[config.mk]
export PLATFORM = sky130hd
export DESIGN_NAME = seq_alu_mdu_flat
export DESIGN_NICKNAME = d
export VERILOG_FILES = /design/src/rtl/seq_alu_mdu_if.sv /design/src/rtl/seq_alu_mdu.sv /design/src/flat_wrapper.sv
export SDC_FILE = /design/constraint.sdc
export NUM_CORES = 1
export LEC_CHECK = 0
export BUFFER_PORTS_ARGS = -buffer_cell sky130_fd_sc_hd__buf_2
export CAP_MARGIN = 20
export CORE_MARGIN = 1
export CORE_UTILIZATION = 45
export CTS_CLUSTER_SIZE = 16
export DETAILED_ROUTE_END_ITERATION = 8
export HOLD_SLACK_MARGIN = 0.1
export SLEW_MARGIN = 20
export SYNTH_ARGS = -nofsm -noshare
export SYNTH_HDL_FRONTEND = slang
export SYNTH_SLANG_ARGS = --single-unit
[constraint.sdc]
create_clock -name clk -period 6 [get_ports clk]
set_clock_uncertainty 0.1 [all_clocks]
set_input_delay 0.9 -clock clk [delete_from_list [all_inputs] [get_ports clk]]
set_output_delay 0.9 -clock clk [all_outputs]
set_load 0.1 [all_outputs]
[src/rtl/seq_alu_mdu_if.sv]
// rtl/seq_alu_mdu_if.sv - request/result bundle between the pipeline and the execute stage
//
// Signals:
//   start        request strobe, accepted when the stage is not busy
//   ALUOperation 4-bit opcode from the ALU control decoder
//   A, B         operands (rs, rt / extended immediate)
//   ALUResult    registered result
//   Zero         registered (ALUResult == 0)
//   busy         multiplier running, pipeline must stall
//   done         one-cycle pulse, result valid
//   HI, LO       upper/lower product registers
// Modports: master = pipeline side, slave = execute stage.

interface seq_alu_mdu_if #(
   parameter int DATA_WIDTH = 32
);
   logic                  start;
   logic [3:0]            ALUOperation;
   logic [DATA_WIDTH-1:0] A;
   logic [DATA_WIDTH-1:0] B;
   logic [DATA_WIDTH-1:0] ALUResult;
   logic                  Zero;
   logic                  busy;
   logic                  done;
   logic [DATA_WIDTH-1:0] HI;
   logic [DATA_WIDTH-1:0] LO;

   modport master (
      output start, ALUOperation, A, B,
      input  ALUResult, Zero, busy, done, HI, LO
   );

   modport slave (
      input  start, ALUOperation, A, B,
      output ALUResult, Zero, busy, done, HI, LO
   );
endinterface

[src/rtl/seq_alu_mdu.sv]
// rtl/seq_alu_mdu.sv - execute stage: single-cycle ALU plus iterative shift-add multiplier into HI/LO
//
// Ports:
//   clk    system clock, rising edge
//   reset  synchronous, active-low reset
//   bus    seq_alu_mdu_if.slave (start/ALUOperation/A/B in; ALUResult/Zero/busy/done/HI/LO out)
//
// Single-cycle ops load ALUResult at the accept edge and pulse done in the
// next cycle. MULT/MULTPLUS spend DATA_WIDTH cycles in MUL (busy=1), write
// HI/LO/ALUResult at the last step edge, then show done for one cycle in FIN.

module seq_alu_mdu #(
   parameter int DATA_WIDTH = 32
) (
   input  logic          clk,
   input  logic          reset,
   seq_alu_mdu_if.slave  bus
);
   localparam int CW = (DATA_WIDTH > 1) ? $clog2(DATA_WIDTH) : 1;
   localparam int PW = 2 * DATA_WIDTH;

   localparam logic [3:0] OP_AND      = 4'b0000;
   localparam logic [3:0] OP_OR       = 4'b0001;
   localparam logic [3:0] OP_NOR      = 4'b0010;
   localparam logic [3:0] OP_ADD      = 4'b0011;
   localparam logic [3:0] OP_SUB      = 4'b0100;
   localparam logic [3:0] OP_INC      = 4'b0101;
   localparam logic [3:0] OP_MULTPLUS = 4'b0110;
   localparam logic [3:0] OP_MOV      = 4'b0111;
   localparam logic [3:0] OP_MULT     = 4'b1000;
   localparam logic [3:0] OP_MFHI     = 4'b1010;
   localparam logic [3:0] OP_MFLO     = 4'b1011;

   typedef enum logic [1:0] {
      S_IDLE = 2'd0,
      S_MUL  = 2'd1,
      S_FIN  = 2'd2
   } state_t;

   state_t                r_state;
   state_t                w_state_next;

   logic [DATA_WIDTH-1:0] r_result;
   logic                  r_zero;
   logic                  r_done_sc;
   logic [DATA_WIDTH-1:0] r_hi;
   logic [DATA_WIDTH-1:0] r_lo;
   logic [PW-1:0]         r_acc;
   logic [PW-1:0]         r_mcand;
   logic [DATA_WIDTH-1:0] r_mplier;
   logic [CW-1:0]         r_cnt;

   logic                  w_is_mul;
   logic                  w_accept;
   logic                  w_last_step;
   logic [PW-1:0]         w_acc_next;
   logic [DATA_WIDTH-1:0] w_alu;

   assign w_is_mul    = (bus.ALUOperation == OP_MULT) || (bus.ALUOperation == OP_MULTPLUS);
   // FIN has busy=0, so a new request may be taken there as well as in IDLE.
   assign w_accept    = bus.start && (r_state != S_MUL);
   assign w_last_step = (r_cnt == CW'(DATA_WIDTH - 1));
   assign w_acc_next  = r_mplier[0] ? (r_acc + r_mcand) : r_acc;

   always_comb begin
      w_alu = '0;
      case (bus.ALUOperation)
         OP_AND:  w_alu = bus.A & bus.B;
         OP_OR:   w_alu = bus.A | bus.B;
         OP_NOR:  w_alu = ~(bus.A | bus.B);
         OP_ADD:  w_alu = bus.A + bus.B;
         OP_SUB:  w_alu = bus.A - bus.B;
         OP_INC:  w_alu = bus.A + DATA_WIDTH'(1);
         OP_MOV:  w_alu = bus.A;
         OP_MFHI: w_alu = r_hi;
         OP_MFLO: w_alu = r_lo;
         default: w_alu = '0;
      endcase
   end

   // FSM state register
   always_ff @(posedge clk) begin
      if (!reset) begin
         r_state <= S_IDLE;
      end else begin
         r_state <= w_state_next;
      end
   end

   // FSM next-state logic
   always_comb begin
      w_state_next = r_state;
      case (r_state)
         S_IDLE,
         S_FIN:   w_state_next = (w_accept && w_is_mul) ? S_MUL : S_IDLE;
         S_MUL:   w_state_next = w_last_step ? S_FIN : S_MUL;
         default: w_state_next = S_IDLE;
      endcase
   end

   // FSM outputs
   always_comb begin
      bus.busy = (r_state == S_MUL);
      bus.done = (r_state == S_FIN) || r_done_sc;
   end

   // Datapath: result/flag registers and the shift-add multiplier
   always_ff @(posedge clk) begin
      if (!reset) begin
         r_result  <= '0;
         r_zero    <= 1'b0;
         r_done_sc <= 1'b0;
         r_hi      <= '0;
         r_lo      <= '0;
         r_acc     <= '0;
         r_mcand   <= '0;
         r_mplier  <= '0;
         r_cnt     <= '0;
      end else begin
         r_done_sc <= 1'b0;
         if (r_state == S_MUL) begin
            r_acc    <= w_acc_next;
            r_mcand  <= r_mcand << 1;
            r_mplier <= r_mplier >> 1;
            r_cnt    <= r_cnt + CW'(1);
            if (w_last_step) begin
               r_hi     <= w_acc_next[PW-1:DATA_WIDTH];
               r_lo     <= w_acc_next[DATA_WIDTH-1:0];
               r_result <= w_acc_next[DATA_WIDTH-1:0];
               r_zero   <= (w_acc_next[DATA_WIDTH-1:0] == '0);
            end
         end else if (w_accept) begin
            if (w_is_mul) begin
               // MULTPLUS seeds the accumulator with the current HI:LO.
               r_acc    <= (bus.ALUOperation == OP_MULTPLUS) ? {r_hi, r_lo} : '0;
               r_mcand  <= {{DATA_WIDTH{1'b0}}, bus.A};
               r_mplier <= bus.B;
               r_cnt    <= '0;
            end else begin
               r_result  <= w_alu;
               r_zero    <= (w_alu == '0);
               r_done_sc <= 1'b1;
            end
         end
      end
   end

   assign bus.ALUResult = r_result;
   assign bus.Zero      = r_zero;
   assign bus.HI        = r_hi;
   assign bus.LO        = r_lo;

endmodule

[src/flat_wrapper.sv]
// flat-port wrapper written by rule: the top's interface ports become plain ports
module seq_alu_mdu_flat 
#(
   parameter int DATA_WIDTH = 32
)
  (clk, reset, bus_start, bus_ALUOperation, bus_A, bus_B, bus_ALUResult, bus_Zero, bus_busy, bus_done, bus_HI, bus_LO);
  seq_alu_mdu_if #(.DATA_WIDTH(DATA_WIDTH)) bus_i ();
  input  logic clk;
  input  logic reset;
  input wire logic [$bits(bus_i.start)-1:0] bus_start;
  input wire logic [$bits(bus_i.ALUOperation)-1:0] bus_ALUOperation;
  input wire logic [$bits(bus_i.A)-1:0] bus_A;
  input wire logic [$bits(bus_i.B)-1:0] bus_B;
  output wire logic [$bits(bus_i.ALUResult)-1:0] bus_ALUResult;
  output wire logic [$bits(bus_i.Zero)-1:0] bus_Zero;
  output wire logic [$bits(bus_i.busy)-1:0] bus_busy;
  output wire logic [$bits(bus_i.done)-1:0] bus_done;
  output wire logic [$bits(bus_i.HI)-1:0] bus_HI;
  output wire logic [$bits(bus_i.LO)-1:0] bus_LO;
  assign bus_i.start = bus_start;
  assign bus_i.ALUOperation = bus_ALUOperation;
  assign bus_i.A = bus_A;
  assign bus_i.B = bus_B;
  assign bus_ALUResult = bus_i.ALUResult;
  assign bus_Zero = bus_i.Zero;
  assign bus_busy = bus_i.busy;
  assign bus_done = bus_i.done;
  assign bus_HI = bus_i.HI;
  assign bus_LO = bus_i.LO;
  seq_alu_mdu #(.DATA_WIDTH(DATA_WIDTH)) u_core (.clk(clk), .reset(reset), .bus(bus_i));
endmodule
# Word-level counts from Yosys, hierarchy flattened
# Cells that the tools add are included.
# word_totals
regBits	265
input_bits	71
output_inout_bits	99
word_cells	82
# op_classes
add_sub_neg	5
n_eq_ne	16
muxes	27
bitwise	5
n_reduce_logical	17
# op_table
operator	count
$mux W64	8
$pmux W32 S9	1
$mux W32	4
$mux W31	3
$add A64 B64 Y64	1
$logic_not A32 Y1	2
$add A32 B1 Y32 const B	1
$add A32 B32 Y32	1
$and A32 B32 Y32	1
$not A32 Y32	1
$or A32 B32 Y32	1
$sub A32 B32 Y32	1
$eq A4 B3 Y1 const B	4
$mux W5	3
$eq A4 B4 Y1 const B	3
$eq A4 B2 Y1 const B	2
$mux W1	6
$reduce_and A2 Y1	3
$add A5 B1 Y5 const B	1
$eq A5 B5 Y1 const B	1
$eq A4 B1 Y1 const B	1
$logic_not A4 Y1	1
$ne A2 B1 Y1 const B	2
$pmux W2 S2	1
other kinds (12)	17

# Depth between registers and ports, before layout
# depth
depth_word	7
depth_mapped	23
ltp_nobuf	23

# Least setup slack after synthesis
# Ideal clock, no wire load.
# synth_path
path_kind	input port to flip-flop
startpoint	input bus_B[8]
endpoint	register u_core.r_zero (netlist: u_core.bus.Zero)
setup_time_ps	65
arrival_time_ps	5136
required_time_ps	5835
slack_ps	698
cell_stages	21
path_buffers	1
path_cell_list	buf_6 or4_4 or3_4 or3_1 nor3_1 nor3_1 a21oi_1 o21ai_0 ha_1 a21oi_1 nand2_1 or3_1 nand3_1 nand2_1 a221oi_1 a21oi_1 a211oi_1 xnor2_1 a2111oi_2 nand2_1 nand3_1
# synth_between
elab_chain_cells	7
word_cells_on_any_way	10
classes_between	add/sub: 2; mux: 4; bitwise: 3; reduce/logical: 1
# synth_lines
element	line	rtl
start: declaration	flat_wrapper.sv:13	input wire logic [$bits(bus_i.B)-1:0] bus_B;
branches (longest 2 deep; another with $sub A32 B32 Y32)	-	
$pmux W32 S9 (*)	seq_alu_mdu.sv:67	case (bus.ALUOperation)
$logic_not A32 Y1 (*)	seq_alu_mdu.sv:141	r_zero <= (w_alu == '0);
$mux W1 (*)	seq_alu_mdu.sv:133	if (w_is_mul) begin
$mux W1 (*)	seq_alu_mdu.sv:132	end else if (w_accept) begin
$mux W1 (*)	seq_alu_mdu.sv:121	if (r_state == S_MUL) begin
end signal: assignment	seq_alu_mdu.sv:130	r_zero <= (w_acc_next[DATA_WIDTH-1:0] == '0);
end signal: assignment	seq_alu_mdu.sv:141	
end: declaration	seq_alu_mdu.sv:44	logic r_zero;
# Mark *: on every way between the ends. The select of a mux whose other input is x is not followed.
# A chain may end at the register's enable or synchronous reset.

# Worst setup path in the final report
# layout_path
startpoint	input bus_B[2]
endpoint	register u_core.r_zero (netlist: u_core.bus.Zero)
# Same word-level chain as after synthesis.

==> metrics.csv <==
stage;metric;value;unit
setup_path;Req. time, crit path;6.39;ns
floorplanning;die width;209.5;um
route;initial DRC count;2346;
power;Clk pwr share;41.7;%
route;WL final;81750;um
yosys;Synth Cell Area;19380;um^2
place;I/O Buffers;169;
timing;Tcrit/Tclk final;90.71;%
route;vias after detailed routing;21280;
floorplanning;I/O Pins;170;
timing;worst hold slack;0.3517;ns
run_status;status;finished clean;
timing;Slew Limit Headroom;27.25;%
timing;Max Fclk;0.1837;GHz
clock_tree;Num CTS Buffers;34;
run;total of max-cap violations;0;
clock_tree;clock sinks;265;
clock_tree;post-CTS resize count;0;
floorplanning;Std-Cell Rows;75;
cells_and_area;share of cells above drive strength 1;11.82;%
power;Combinational Power Share;20.8;%
power;Power Dens Cells;232.6;nW/um^2
power;Net Sw Frac;33.11;%
clock_tree;hold buffers post-CTS;0;
clock_tree;post-CTS setup buffers;0;
cells_and_area;fin nets;2885;
clock_tree;clk slew on worst S/H paths;0.06;ns
timing;worst-margin pin slew;1.090;ns
clock_tree;CTS Buffer Depth;3;
setup_path;Reg-to-Reg End;u_core.bus.HI[31];
yosys;Netlist cell types;82;
yosys;cells after synthesis;2665;
cells_and_area;Finished Layout Cells;3272;
route;drt pass-1 iters;6;
timing;final hold violation count;0;
yosys;EDFF count, synth;0;
grt;initial antenna violation count;2;
timing;RSZ-0062 raised after global routing;false;
setup_path;reg2reg start;u_core.r_mcand[19];
clock_tree;CTS tree;built;
grt;vias in the first global route;19330;
yosys;FFs w/ async S/R, synth;0;%
clock_tree;worst skew pair latency;0.56;ns
yosys;Synth warnings;0;
setup_path;critical path launch point;bus_B[2];
min_path;worst min path class;reg -> reg;
yosys;Syn Area/Cell;7.272;um^2
power;LEAKAGE;8.957;nW
grt;largest net degree at the start of global routing;111;
power;VDD IR max;0.2502;mV
setup_path;worst setup path end;u_core.bus.Zero;
timing;Final Setup Violations;0;
yosys;Syn Nets;2841;
timing;Pins Over Slew Limit;0;
floorplanning;core footprint;42230;um^2
setup_path;Worst Path Arrival;5.84;ns
grt;first-pass GRT wire length;121700;um
yosys;sequential share of the synthesized area;27.37;%
grt;GRT Util Overall;36.25;%
setup_path;Startpoint Class;input pin;
yosys;Yosys top cell area share;27.37;%
yosys;Synth area leader;dfxtp_1;
floorplanning;die height;209.5;um
route;post-DR vias/cell;6.503;
grt;total gr overflow;0;
floorplanning;DIE AREA;43900;um^2
setup_path;r2r setup slk;1.03;ns
clock_tree;Clk Tree Root Cell;clkbuf_16;
yosys;ys flop type;dfxtp_1;
clock_tree;H-tree levels;2;
route;DRC Markers;0;
route;Wirelength per Cell;24.98;um
power;sw power;1.668;mW
place;placed instance count;3212;
place;global placement routability congestion;0.9709;
power;share of power burned in registers;37.5;%
setup_path;CP Class;in -> reg;
setup_path;worst-path fanout max;8;
timing;setup tns final;0;ns
power;Pint;3.370;mW
timing;min Tclk post-route;5.442;ns
floorplanning;Initial Util;45.89;%
yosys;main area contributors after synthesis;dfxtp_1, nand2_1, ha_1, a21oi_1, nor2_1;
yosys;#FFs+latches synth;265;
route;post-route ant nets;0;
place;dpl hpwl;60720;um
setup_path;Critical Path Sink Type;register;
setup_path;Worst R2R Path Depth;13;
cells_and_area;Area growth, synth to finish;11.78;%
-- metal layers --
metal | vias to the layer above | GRT usage, % | wire [um]
li1 | 9893 | - | -
met1 | 10230 | 50.74 | 35800
met2 | 966 | 53.84 | 34950
met3 | 181 | 6.300 | 6903
met4 | 4 | 17.07 | 4050
met5 | - | 0.7786 | 37
-- registers in the layout, indices dropped and copies added (netlist names), 2 cells and up --
register / cells
u_core.bus.HI: 32
u_core.r_mcand: 64
u_core.r_acc: 64
u_core.r_mplier: 32
u_core.r_cnt: 5
u_core.r_state: 2
u_core.bus.ALUResult: 32
u_core.bus.LO: 32
-- cell usage after synthesis, types with 20 or more instances --
| cell type | number |
|---|---|
| dfxtp_1 | 265 |
| a31oi_1 | 26 |
| nand4_1 | 26 |
| a21o_1 | 57 |
| and3_1 | 50 |
| inv_1 | 36 |
| clkbuf_1 | 185 |
| o211ai_1 | 45 |
| nor4_1 | 21 |
| nand3_1 | 109 |
| xnor2_1 | 59 |
| nor3_1 | 73 |
| o21ai_0 | 136 |
| a21oi_1 | 247 |
| nand2_1 | 388 |
| ha_1 | 103 |
| a311oi_1 | 76 |
| xor2_1 | 24 |
| o21a_1 | 20 |
| mux2i_1 | 57 |
| nor2_1 | 276 |
| a211oi_1 | 99 |
-- layout by cell type (no fill, tap or decap), types with 13 or more instances in the layout --
cell type and instances:
dfxtp_1 264, o21a_1 20, a21oi_1 246, clkbuf_16 35, a211oi_1 99, xor2_1 24, a311oi_1 76, o211ai_1 45
a22oi_1 17, mux2i_1 57, a221oi_1 19, nand4_1 26, o311ai_0 13, nand2_1 387, and3_1 50, or3_1 17
buf_4 51, buf_2 169, nor2b_1 13, and2_1 14, inv_1 35, nor2_1 271, a31oi_1 26, o21ai_0 136
nand3_1 109, xnor2_1 59, nor3_1 72, nand2b_1 16, a21o_1 57, nor4_1 21, ha_1 103
-- how the worst min path moves through the flow --
stage	start	endpoint	slack [ns]	cells past startpoint
after global placement	u_core.bus.ALUResult[15]	u_core.bus.ALUResult[15]	0.34	2
after global routing	u_core.bus.ALUResult[0]	u_core.bus.ALUResult[0]	0.37	2
after detailed placement	u_core.bus.ALUResult[15]	u_core.bus.ALUResult[15]	0.34	2
after floorplan	u_core.r_cnt[3]	u_core.r_cnt[3]	0.32	1
after CTS	u_core.bus.ALUResult[15]	u_core.bus.ALUResult[15]	0.35	2
final	u_core.bus.ALUResult[15]	u_core.bus.ALUResult[15]	0.35	2
-- power by group through the flow --
stage	sequential [mW]	clock, mW	combinational (mW)
6_report	1.89	2.10	1.05
5_1_grt	1.89	2.19	1.13
4_1_cts	1.88	2.12	1.03
3_5_place_dp	1.92	0	1.03
3_3_place_gp	1.92	0	1.02
2_1_floorplan	2.00	0	0.631
-- worst max-delay path: stages --
cell and delay [ns]:
buf_2 0.14, nor3_1 0.54, nand4b_1 0.41, or3_1 0.47, nor3_1 0.26, nor3_1 0.08
a21oi_1 0.12, o21ai_0 0.12, ha_1 0.34, a21oi_1 0.23, nand2_1 0.07, or3_1 0.40
nand3_1 0.12, nand2_1 0.11, a221oi_1 0.34, a21oi_1 0.17, a211oi_1 0.29, xnor2_1 0.17
a2111oi_2 0.37, nand2_1 0.10, nand3_1 0.08
-- logic make-up after synthesis --
group	after synthesis	share of synthesized area (%)
AOI/OAI and AO/OA	853	29.26
xor gates and xnor gates	83	3.751
adders and majority gates	107	6.960
buffers and inverters	250	4.965
DFF	265	27.37
muxes	63	3.293
and+or+nand+nor	1044	24.40
-- per-stage QoR --
step	area, um^2	utilization (%)	total power [mW]	setup WS [ns]
5_1_grt	21660	51.29	5.206	0.2295
6_report	21660	51.30	5.038	0.5577
3_3_place_gp	20550	48.66	2.945	0.2150
2_1_floorplan	19380	-	2.628	0.6984
3_5_place_dp	20550	48.66	2.950	0.09091
4_1_cts	21660	51.29	5.037	0.6398
-- area by class of cell --
class / count / area [um^2]
inverters: 37 / 146.4
clock inverters: 12 / 102.6
well taps: 539 / 674.4
clock buffers: 47 / 1011
multi-input cells: 2150 / 13170
fillers: 4209 / 20560
diodes: 1 / 2.502
flip-flops and latches: 265 / 5309
repair buffers: 221 / 1249
(Power assumes the default switching activity.)
